File: config.mk
export PLATFORM = sky130hd
export DESIGN_NAME = iterative_normalizer
export DESIGN_NICKNAME = d
export VERILOG_FILES = /design/src/rtl/iterative_normalizer.sv
export SDC_FILE = /design/constraint.sdc
export NUM_CORES = 1
export LEC_CHECK = 0
export ABC_CLOCK_PERIOD_IN_PS = 3200
export CAP_MARGIN = 20
export CORE_MARGIN = 3
export CORE_UTILIZATION = 27
export CTS_CLUSTER_DIAMETER = 200
export DETAILED_ROUTE_END_ITERATION = 6
export PLACE_DENSITY_LB_ADDON = 0.2
export SYNTH_ARGS = -nofsm -noshare
export SYNTH_HDL_FRONTEND = slang
export SYNTH_SLANG_ARGS = --single-unit
File: constraint.sdc
create_clock -name clk_i -period 3.2 [get_ports clk_i]
set_clock_uncertainty 0.05 [all_clocks]
set_input_delay 0.48 -clock clk_i [delete_from_list [all_inputs] [get_ports clk_i]]
set_output_delay 0.48 -clock clk_i [all_outputs]
set_load 0.01 [all_outputs]
File: src/rtl/iterative_normalizer.sv
// Multi-cycle left-normalizer: binary-search shift, one power-of-two stride per cycle.
// Optional ITER_NORMALIZER_EARLY_EXIT_EN finishes as soon as the working MSB is set.
module iterative_normalizer #(
  parameter int WIDTH      = 32,
  parameter int COUNT_BITS = $clog2(WIDTH)
) (
  input  logic                  clk_i,
  input  logic                  rst_ni,
  input  logic                  valid_i,
  output logic                  ready_o,
  input  logic [WIDTH-1:0]      data_i,
  output logic                  valid_o,
  input  logic                  ready_i,
  output logic [WIDTH-1:0]      data_o,
  output logic [COUNT_BITS-1:0] count_o,
  output logic                  allzero_o,
  output logic [1:0]            state_dbg
);

  typedef enum logic [1:0] {
    IDLE  = 2'd0,
    SHIFT = 2'd1,
    DONE  = 2'd2
  } state_t;

  state_t                state;
  logic [WIDTH-1:0]      working;
  logic [COUNT_BITS-1:0] count;
  logic [COUNT_BITS-1:0] step;

  logic [COUNT_BITS:0]   stride;
  logic [WIDTH-1:0]      hi_mask;
  logic [WIDTH-1:0]      next_working;
  logic [COUNT_BITS-1:0] next_count;
  logic                  top_zero;
  logic                  early_exit;
  logic                  last_step;

  // Handshake: a transfer happens on a rising edge where valid and ready are both high;
  // valid_o holds with stable data until ready_i takes it, ready_o is high only in IDLE.
  assign ready_o   = (state == IDLE);
  assign state_dbg = state;

`ifdef ITER_NORMALIZER_EARLY_EXIT_EN
  assign early_exit = working[WIDTH-1];
`else
  assign early_exit = 1'b0;
`endif

  assign last_step = (step == '0);

  // Test the top 2**step bits; if all zero, shift them out and record that count bit.
  always_comb begin
    stride       = (COUNT_BITS+1)'(1) << step;
    hi_mask      = ~({WIDTH{1'b1}} >> stride);
    top_zero     = ((working & hi_mask) == '0);
    next_working = working;
    next_count   = count;
    if (top_zero) begin
      next_working = working << stride;
      next_count   = count | (COUNT_BITS'(1) << step);
    end
  end

  always_ff @(posedge clk_i or negedge rst_ni) begin
    if (!rst_ni) begin
      state     <= IDLE;
      working   <= '0;
      count     <= '0;
      step      <= '0;
      valid_o   <= 1'b0;
      data_o    <= '0;
      count_o   <= '0;
      allzero_o <= 1'b0;
    end else begin
      case (state)
        IDLE: begin
          if (valid_i) begin
            working <= data_i;
            count   <= '0;
            step    <= COUNT_BITS'(COUNT_BITS-1);
            if (data_i == '0) begin
              state     <= DONE;
              valid_o   <= 1'b1;
              data_o    <= '0;
              count_o   <= '0;
              allzero_o <= 1'b1;
            end else begin
              state     <= SHIFT;
              allzero_o <= 1'b0;
            end
          end
        end
        SHIFT: begin
          if (early_exit) begin
            state   <= DONE;
            valid_o <= 1'b1;
            data_o  <= working;
            count_o <= count;
          end else begin
            working <= next_working;
            count   <= next_count;
            if (last_step) begin
              state   <= DONE;
              valid_o <= 1'b1;
              data_o  <= next_working;
              count_o <= next_count;
            end else begin
              step <= step - COUNT_BITS'(1);
            end
          end
        end
        DONE: begin
          if (ready_i) begin
            state   <= IDLE;
            valid_o <= 1'b0;
          end
        end
        default: begin
          state   <= IDLE;
          valid_o <= 1'b0;
        end
      endcase
    end
  end

endmodule
# Yosys cells after proc, flatten, opt, wreduce, memory -nomap -nowiden
# Index checks and enable logic that the tools add are counted.
classes:
  addsub: 1
  mul: 0
  n_div: 0
  magnitude_cmp: 0
  n_eq_ne: 7
  shift: 4
  n_mux: 28
  bitwise: 3
  n_reduce_logical: 11
ops:
  columns: ["cell", "n"]
  rows:
  - ["two-way mux 32 bit", 5]
  - ["case mux 32 bit (2 select lines)", 2]
  - ["zero test 32 bit", 2]
  - ["two-way mux 5 bit", 7]
  - ["AND 32 bit", 1]
  - ["inverter 32 bit", 1]
  - ["left shift 32 x 6 -> 32 bit", 1]
  - ["right shift 32 x 6 -> 32 bit, first input constant", 1]
  - ["case mux 5 bit (2 select lines)", 3]
  - ["two-way mux 2 bit", 4]
  - ["!= test 2 bit, second input constant", 4]
  - ["AND reduction 4 bit", 2]
  - ["case mux 2 bit (3 select lines)", 1]
  - ["AND reduction 3 bit", 2]
  - ["left shift 1 x 5 -> 6 bit, first input constant", 1]
  - ["zero test 5 bit", 1]
  - ["two-way mux 1 bit", 5]
  - ["OR 5 bit", 1]
  - ["left shift 1 x 5 -> 5 bit, first input constant", 1]
  - ["subtractor 5 x 1 -> 5 bit, second input constant", 1]
  - ["AND reduction 2 bit", 2]
  - ["case mux 1 bit (3 select lines)", 1]
  - ["== test 2 x 1 -> 1 bit, second input constant", 1]
  - ["== test 2 bit, second input constant", 1]
  - ["other kinds (3)", 3]
totals:
  reg_bits: 83
  latchBits: 0
  ram_bits: 0
  rom_bits: 0
  inputBits: 36
  output_inout_bits: 42
  elab_cells: 62
  mem_count: 0

# Depth between registers and ports, before layout
# Gate-level depths: netlist (run 1).
depth:
  depth_word: 8
  mapped_depth: 13
  depth_no_buf: 8

# Worst setup path after synthesis (run 1)
# Ideal clock, no wire load.
synth_path:
  kind: "flip-flop to flip-flop"
  startpoint: "reg step[0]"
  endpoint: "reg data_o[0]"
  setup_ps: 110
  arrival_ps: 2679
  t_required_ps: 3040
  setup_slack_ps: 360
  path_stages_with_launch: 14
  path_buffers: 5
  period_less_slack_ps: 2840
  path_cell_list: "dfrtp_1 > buf_1 > buf_2 > inv_1 > clkbuf_1 > ha_1 > nand2b_1 > or2_1 > nand2_1 > o311ai_0 > clkbuf_1 > clkbuf_1 > nand2_1 > o41ai_1"
synth_between:
  elab_chain_len: 8
synth_lines:
  columns: ["item", "line_no", "rtl"]
  rows:
  - ["start, declared", "29", "logic [COUNT_BITS-1:0] step;"]
  - ["start signal, assigned", "81", "step <= COUNT_BITS'(COUNT_BITS-1);"]
  - ["start signal, assigned", "109", "step <= step - COUNT_BITS'(1);"]
  - ["left shift 1 x 5 -> 6 bit", "54", "stride = (COUNT_BITS+1)'(1) << step;"]
  - ["right shift 32 x 6 -> 32 bit", "55", "hi_mask = ~({WIDTH{1'b1}} >> stride);"]
  - ["inverter 32 bit", "55", null]
  - ["AND 32 bit", "56", "top_zero = ((working & hi_mask) == '0);"]
  - ["zero test 32 bit", "56", null]
  - ["two-way mux 32 bit", "59", "if (top_zero) begin"]
  - ["two-way mux 32 bit", "103", "if (last_step) begin"]
  - ["case mux 32 bit (2 select lines)", "76", "case (state)"]
  - ["end signal, assigned", "98", "data_o <= working;"]
  - ["end signal, assigned", "106", "data_o <= next_working;"]
  - ["end, declared", "14", "output logic [WIDTH-1:0] data_o,"]
# Several ways; a longest one is shown, not always the timed one. The select of a mux whose other input is x is not followed.
# A chain may end at the register's enable or synchronous reset.

# Worst setup path after layout (run 1)
layout_path:
  startpoint: "reg working[24]"
  endpoint: "reg data_o[24]"
layout_between:
  elab_chain_len: 5
layout_lines:
  columns: ["item", "line_no", "rtl"]
  rows:
  - ["start, declared", "27", "logic [WIDTH-1:0] working;"]
  - ["start signal, assigned", "79", "working <= data_i;"]
  - ["start signal, assigned", "101", "working <= next_working;"]
  - ["branches (longest 2 deep; another with left shift 32 x 6 -> 32 bit)", null, null]
  - ["two-way mux 32 bit (*)", "59", null]
  - ["two-way mux 32 bit (*)", "103", null]
  - ["case mux 32 bit (2 select lines) (*)", "76", null]
# Every way passes the cells marked *. The select of a mux whose other input is x is not followed.

==> run metrics, run 1 <==
part of the Yosys area used for sequential elements=37.4%; DRT Pass-1 Iters=5; max_cap viols=0; Mapped Area=between 5000 and 6000 um^2; cell type with the largest total area after synthesis=sky130_fd_sc_hd__dfrtp_1; final worst slack=approximately 0.23 ns; H-tree lvl count=3; complex-gate fraction of the synthesized area=roughly 28%; total global-route track usage=a little under a quarter; main combinational cell family by area after synthesis=compound AO/OA/AOI/OAI gates; post-synthesis cell count=650; Initial Utilization=28.0%; crit path time final=around 3.0 ns; status=complete, no violations; data required time of the worst path=3.37 ns; number of antenna violations at the first check in global routing=0; amount of wire on met2 after detailed routing=between 10,000 and 15,000 um; count of flip-flops with a built-in enable after synthesis=0; DPL Wire Length=18,200 um; type of destination of the critical path=flip-flop; Inserted Clock Buffers=9; number of remaining DRC errors=0; routed vias/inst=around 5.9; top post-synthesis cells by count=sky130_fd_sc_hd__dfrtp_1 (83), sky130_fd_sc_hd__nand2_1 (71), sky130_fd_sc_hd__nor2_1 (49); largest net degree at the start of global routing=57; total number of clock tree sinks=83; Syn-to-layout area delta=31.8%; die height=149 um; ys async rst share=between 90% and 100%; multiplexer fraction of the synthesized cell area=under 10%; Root Buffer=sky130_fd_sc_hd__clkbuf_16; clock tree from TritonCTS=done; filler cell count=between 2,000 and 2,500; First DRT Iteration DRCs=approximately 560; count of placed standard cells including taps=about 1,000; standard-cell row count=51; worst hold-check slack=0.129 ns; proportion of layout cells with a drive suffix above 1=about 15%; data arrival time of the critical path=between 3 and 4 ns; slew at the pin closest to its max-slew limit=0.765 ns; via total after detailed routing=around 5,900; critical path class=reg2reg; prevailing post-synth register cell=sky130_fd_sc_hd__dfrtp_1; cell area power density=between 1000 and 1500 nW/um^2; top layer reached by signal wires=met4; dominant cell by count in the synthesized netlist=sky130_fd_sc_hd__dfrtp_1; classification of the worst-slack hold path=in2async; Final Instance Count excl. Fillers=a little over 1,000; clock-pin slew reported for the worst setup and hold paths after clock tree synthesis=around 0.06 ns; full die area=around 22,000 um^2; setup slack after placement=-0.295 ns; area occupied by multi-input gates=3160 um^2; worst-skew pair later-pin latency=around 0.36 ns; total of flip-flops plus latches after synthesis=83; wire length on met1=~11,000 um; utilization after layout=36.9%; leakage power of the design=roughly 2.9 nW; arithmetic-cell share of the synthesized area counting full adders, half adders and majority gates=0.225%; number of endpoints with negative hold slack in the final report=0; fmax=0.337 GHz; drt wl/cell=approximately 25 um; final setup vio count=0; area share of the largest cell type after synthesis=between 30% and 40%; Crit Path Max Fanout=13; xor-xnor portion of the synthesized cell area=less than 1%; Synth Warn #=0; PortBufs=slightly below 80; setup repair after global routing missed its margin=false; final cycle utilization of the critical path=approximately 93%; Congestion Overflow GR=0; buffer depth of the longest clock path=2; Final Instance Area=between 7000 and 8000 um^2; worst max-slew margin expressed relative to the limit=48.6%; Post-Syn Nets=around 700; antenna diode count=0; total length of routed met3 wires=between 1500 and 2000 um; via count of the first global-routing pass=5,915; synth unique cells=slightly above 70; storage element area=roughly 2100 um^2; I/O pin cnt=a little under 80; setup bufs post-CTS=0; placeable core region=~20,000 um^2; average size of a mapped cell=roughly 8.5 um^2; final-report max-slew violation count=0; Worst VDD drop=roughly 440 uV; simple-gate portion of the synthesized area=a little under a fifth; ranking of synthesized cells by area=sky130_fd_sc_hd__dfrtp_1 (37%), sky130_fd_sc_hd__mux2i_1 (6.7%), sky130_fd_sc_hd__nand2_1 (4.8%); final wirelength=roughly 25,000 um; global-route wire length before repair=about 38,000 um; Final Net Count=780; routability-driven placement congestion ratio=between 0.9 and 1; category of the worst setup path launch point=flip-flop; Die Span X=149 um; standard cell area after detailed placement=7000 um^2; DRT antenna net count=0
-- worst max-delay path, stage by stage, from the launching register on --
cell and delay [ns]:
sky130_fd_sc_hd__dfrtp_1 0.42, sky130_fd_sc_hd__or4_1 0.58, sky130_fd_sc_hd__nand3b_1 0.27, sky130_fd_sc_hd__a211oi_2 0.64, sky130_fd_sc_hd__nand2b_1 0.29, sky130_fd_sc_hd__buf_4 0.27
sky130_fd_sc_hd__a32oi_1 0.21, sky130_fd_sc_hd__o31ai_1 0.10
-- kinds of logic (layout without fill, tap and decap cells) --
group	after synthesis	after routing
buffers and inverters	82	180
flip-flops	83	83
adder cells (fa/ha/maj)	1	1
multiplexers	47	47
AO/OA/AOI/OAI	226	226
XOR/XNOR	1	1
AND/OR/NAND/NOR	210	210
-- layout by cell type, fill, tap and decap left out, types with 13 or more instances in the layout --
| cell | synthesis | layout |
|---|---|---|
| sky130_fd_sc_hd__a21oi_1 | 37 | 37 |
| sky130_fd_sc_hd__buf_4 | 0 | 71 |
| sky130_fd_sc_hd__a221o_1 | 18 | 18 |
| sky130_fd_sc_hd__o21ai_0 | 16 | 16 |
| sky130_fd_sc_hd__dfrtp_1 | 83 | 82 |
| sky130_fd_sc_hd__nand3_1 | 13 | 13 |
| sky130_fd_sc_hd__nor2_1 | 49 | 48 |
| sky130_fd_sc_hd__nor4_1 | 19 | 18 |
| sky130_fd_sc_hd__nand2_1 | 71 | 71 |
| sky130_fd_sc_hd__mux2i_1 | 37 | 37 |
| sky130_fd_sc_hd__clkdlybuf4s50_1 | 0 | 76 |
| sky130_fd_sc_hd__nor3_1 | 16 | 16 |
| sky130_fd_sc_hd__o21ai_1 | 45 | 45 |
-- through the flow --
stage / power, mW / setup TNS [ns]
final: 8.85 / 0
after global routing: 9.38 / 0
after CTS: 8.77 / 0
after detailed placement: 7.63 / -5.34
after global placement: 7.67 / -5.25
after floorplan: 5.12 / 0
-- registers in the layout, indices dropped and copies added, names as in the netlist --
name       count
data_o        32
valid_o        1
count          5
step           5
count_o        5
working       32
state_dbg      2
allzero_o      1
-- final timing paths --
check	startpoint	end	slack [ns]	cells after the start
worst max-delay path	working[24]	data_o[24]	0.23	7
worst min-delay path	rst_ni	working[10]	0.13	1
worst max register to register	working[24]	data_o[24]	0.23	7
worst min register to register	data_o[4]	data_o[4]	0.43	2
max in group asynchronous	rst_ni	working[3]	2.34	2
min in group clk_i	data_o[4]	data_o[4]	0.43	2
-- cell type report --
type | instances | area share [%]
clock buffer | 11 | 3.32
clock inverter | 5 | 0.821
inverter | 12 | 0.616
multi-input combinational | 485 | 43.2
sequential | 83 | 28.4
tap | 265 | 4.53
timing repair buffer | 152 | 19.1
-- power by group --
group          switching [mW]  internal, mW  leakage (nW)  total [mW]
combinational            3.44          2.31          1.66        5.75
clock                   0.478         0.630         0.146        1.11
sequential              0.535          1.46          1.08        2.00
-- metal layers --
metal / vias to the layer above / GRT usage (%)
met5: - / 0
met4: 0 / 7.09
met3: 44 / 5.35
met2: 281 / 33.6
met1: 2970 / 32.3
li1: 2651 / -
-- repair_timing --
| action | in CTS | in global routing |
|---|---|---|
| hold buffers | 0 | 0 |
| endpoints found under the setup margin | 0 | 15 |
| resized for setup | 0 | 1 |
(Power assumes the default switching activity.)
==> run 2, diff against run 1 <==
--- a/config.mk
+++ b/config.mk
@@ -5,13 +5,11 @@
 export SDC_FILE = /design/constraint.sdc
 export NUM_CORES = 1
 export LEC_CHECK = 0
-export ABC_CLOCK_PERIOD_IN_PS = 3200
 export CAP_MARGIN = 20
 export CORE_MARGIN = 3
 export CORE_UTILIZATION = 27
 export CTS_CLUSTER_DIAMETER = 200
 export DETAILED_ROUTE_END_ITERATION = 6
-export PLACE_DENSITY_LB_ADDON = 0.2
 export SYNTH_ARGS = -nofsm -noshare
 export SYNTH_HDL_FRONTEND = slang
 export SYNTH_SLANG_ARGS = --single-unit
==> run 2 against run 1 <==
Against the previous run:
- wire length decreased by 6.8%
- total power decreased by 1.2%
- worst setup slack improved by 0.11 ns
- clock power increased by 4%
- critical path depth unchanged
- non-clock buffer count decreased by 12
- sequential cell count unchanged
- register-to-register slack improved by 0.16 ns
- count of clock-buffer cells in the layout decreased by 2
- largest cell class unchanged
- critical endpoint is now data_o[0]
- final cell count decreased by 1.2%
- hold slack improved by 0.070 ns
==> run metrics, run 2 (same netlist as run 1, synthesis figures left out) <==
status=complete, no violations; slew at the pin closest to its max-slew limit=between 1 and 1.5 ns; Initial Utilization=between 20 and 30%; via total after detailed routing=between 5,000 and 6,000; worst max-slew margin expressed relative to the limit=25.7%; number of remaining DRC errors=0; final cycle utilization of the critical path=89.5%; CP delay by family, top=simple AND/OR/NAND/NOR gates; routed vias/inst=~5.8; worst hold-check slack=roughly 0.20 ns; final setup vio count=0; setup bufs post-CTS=0; standard-cell row count=about 50; setup slack after placement=-0.196 ns; First DRT Iteration DRCs=603; Congestion Overflow GR=0; Crit Path Max Fanout=20; share of total power in combinational logic=between 60% and 70%; H-tree lvl count=3; global-route wire length before repair=35,400 um; Final Instance Count excl. Fillers=about 1,000; internal power contribution=between 4 and 5 mW; fmax=0.349 GHz; proportion of layout cells with a drive suffix above 1=between 10 and 15%; setup repair after global routing missed its margin=false; commonest non-fill, non-tap cells in the layout=sky130_fd_sc_hd__dfrtp_1 (82), sky130_fd_sc_hd__clkdlybuf4s50_1 (76), sky130_fd_sc_hd__nand2_1 (71), sky130_fd_sc_hd__buf_4 (59), sky130_fd_sc_hd__nor2_1 (48); classification of the worst-slack hold path=in2async; Syn-to-layout area delta=30.5%; Die Span X=~150 um; cell area power density=roughly 1200 nW/um^2; cell-by-cell listing of the critical path=clkdlybuf4s50_1, nor4_2, nand4_1, nor2_1, o311ai_2, buf_12, o41ai_1; Critical Path Max Stage Delay=between 0.6 and 0.7 ns; category of the worst setup path launch point=primary input; Setup TNS=0 ns; number of antenna violations at the first check in global routing=0; crit path time final=2.86 ns; worst-skew pair later-pin latency=roughly 0.36 ns; filler cell count=2,037; startpoint of the most critical register-to-register path=working[24]; net switching component of the power=4.34 mW; Worst VDD drop=roughly 530 uV; cell with the largest stage delay on the worst path=sky130_fd_sc_hd__nor4_2; Inserted Clock Buffers=9; DRT Pass-1 Iters=5; final wirelength=23,200 um; clock-pin slew reported for the worst setup and hold paths after clock tree synthesis=about 0.060 ns; antenna diode count=0; max_cap viols=0; routability-driven placement congestion ratio=between 0.9 and 1; largest registers ranked by flip-flop count=data_o: 32 flops, working: 32 flops; count of placed standard cells including taps=roughly 1,000; portion of total power attributed to the clock network=a little over an eighth; via count of the first global-routing pass=between 5,000 and 6,000; total number of clock tree sinks=slightly above 80; type of destination of the critical path=flip-flop; leakage power of the design=~2.8 nW; relative contribution of sequential cells to total power=between 20% and 30%; DRT antenna net count=0; Final Net Count=between 700 and 800; final worst slack=around 0.34 ns; drt wl/cell=23.2 um; placeable core region=19,800 um^2; clock tree from TritonCTS=done; number of endpoints with negative hold slack in the final report=0; data arrival time of the critical path=~3.1 ns; Sw Share=around half; Root Buffer=sky130_fd_sc_hd__clkbuf_16; full die area=between 20,000 and 25,000 um^2; total global-route track usage=between 20% and 30%; DPL Wire Length=around 17,000 um; die height=approximately 150 um; Bufs and invs on worst path=2; cell depth of the worst flop-to-flop path=8; final-report max-slew violation count=0; endpoint of the worst register-to-register path=working[18]; PortBufs=77; I/O pin cnt=78; largest net degree at the start of global routing=67; worst-case register-to-register setup slack=0.39 ns; most frequent standard cell in the layout excluding fill and tap cells=sky130_fd_sc_hd__dfrtp_1; data required time of the worst path=3.39 ns; critical path class=in2reg; buffer depth of the longest clock path=2
run 2: cell count changes in the layout (fill, tap and decap cells not counted):
| cell | previous run | this run |
|---|---|---|
| sky130_fd_sc_hd__clkinv_4 | 1 | 0 |
| sky130_fd_sc_hd__bufinv_16 | 1 | 2 |
| sky130_fd_sc_hd__clkinvlp_4 | 1 | 2 |
| sky130_fd_sc_hd__buf_4 | 71 | 59 |
| sky130_fd_sc_hd__clkbuf_1 | 1 | 0 |
| sky130_fd_sc_hd__inv_8 | 0 | 1 |
| sky130_fd_sc_hd__clkbuf_8 | 1 | 0 |
run 2: worst max-delay path by stage:
| stage | from | endpoint | cells past startpoint |
|---|---|---|---|
| after floorplan | step[0] | data_o[0] | 13 |
| after global placement | data_i[24] | data_o[0] | 7 |
| after detailed placement | data_i[25] | data_o[18] | 8 |
| after CTS | data_i[25] | data_o[0] | 7 |
| after global routing | data_i[25] | data_o[0] | 7 |
| final | data_i[25] | data_o[0] | 7 |
run 2: cell type report:
type                       instances  area, um^2  share of cell area (%)
tap                              265         332                    4.58
sequential                        83        2080                    28.7
clock inverter                     7         100                    1.38
multi-input combinational        485        3160                    43.6
inverter                          12        45.0                   0.622
timing repair buffer             140        1300                    18.0
clock buffer                       9         225                    3.11
run 2: layer usage:
layer | part of all wire (%) | vias to the layer above | wire length (um) | global-route usage (%)
met5 | 0 | - | 0 | 0
met3 | 8.0 | 45 | 1850 | 5.32
li1 | - | 2622 | - | -
met1 | 46 | 2811 | 10700 | 30.3
met4 | 2.9 | 0 | 674 | 7.14
met2 | 43 | 280 | 9970 | 29.9
run 2: metrics by stage:
stage	instance area, um^2	total power, mW	util [%]
floorplan	5550	5.12	-
global placement	6920	7.51	34.8
detailed placement	6920	7.48	34.8
CTS	7240	8.67	36.5
global route	7250	9.25	36.5
finish	7250	8.75	36.5
run 2: power groups by stage:
stage	sequential, mW	clock (mW)	combinational [mW]
after floorplan	1.85	0	3.27
after CTS	2.08	1.18	5.41
after global placement	2.10	0	5.41
after global routing	2.17	1.21	5.87
final	2.12	1.15	5.48
after detailed placement	2.09	0	5.39
run 2: repair_timing:
action	CTS	global route
endpoints found under the setup margin	0	6
gates resized for setup	0	1
hold buffers	0	0
==> run 3, diff against run 2 <==
--- a/config.mk
+++ b/config.mk
@@ -10,6 +10,8 @@
 export CORE_UTILIZATION = 27
 export CTS_CLUSTER_DIAMETER = 200
 export DETAILED_ROUTE_END_ITERATION = 6
+export SKIP_CTS_REPAIR_TIMING = 1
 export SYNTH_ARGS = -nofsm -noshare
 export SYNTH_HDL_FRONTEND = slang
 export SYNTH_SLANG_ARGS = --single-unit
+export TNS_END_PERCENT = 50
==> results of run 3 <==
No change in the layout: final DEF, timing and power equal those of run 2.
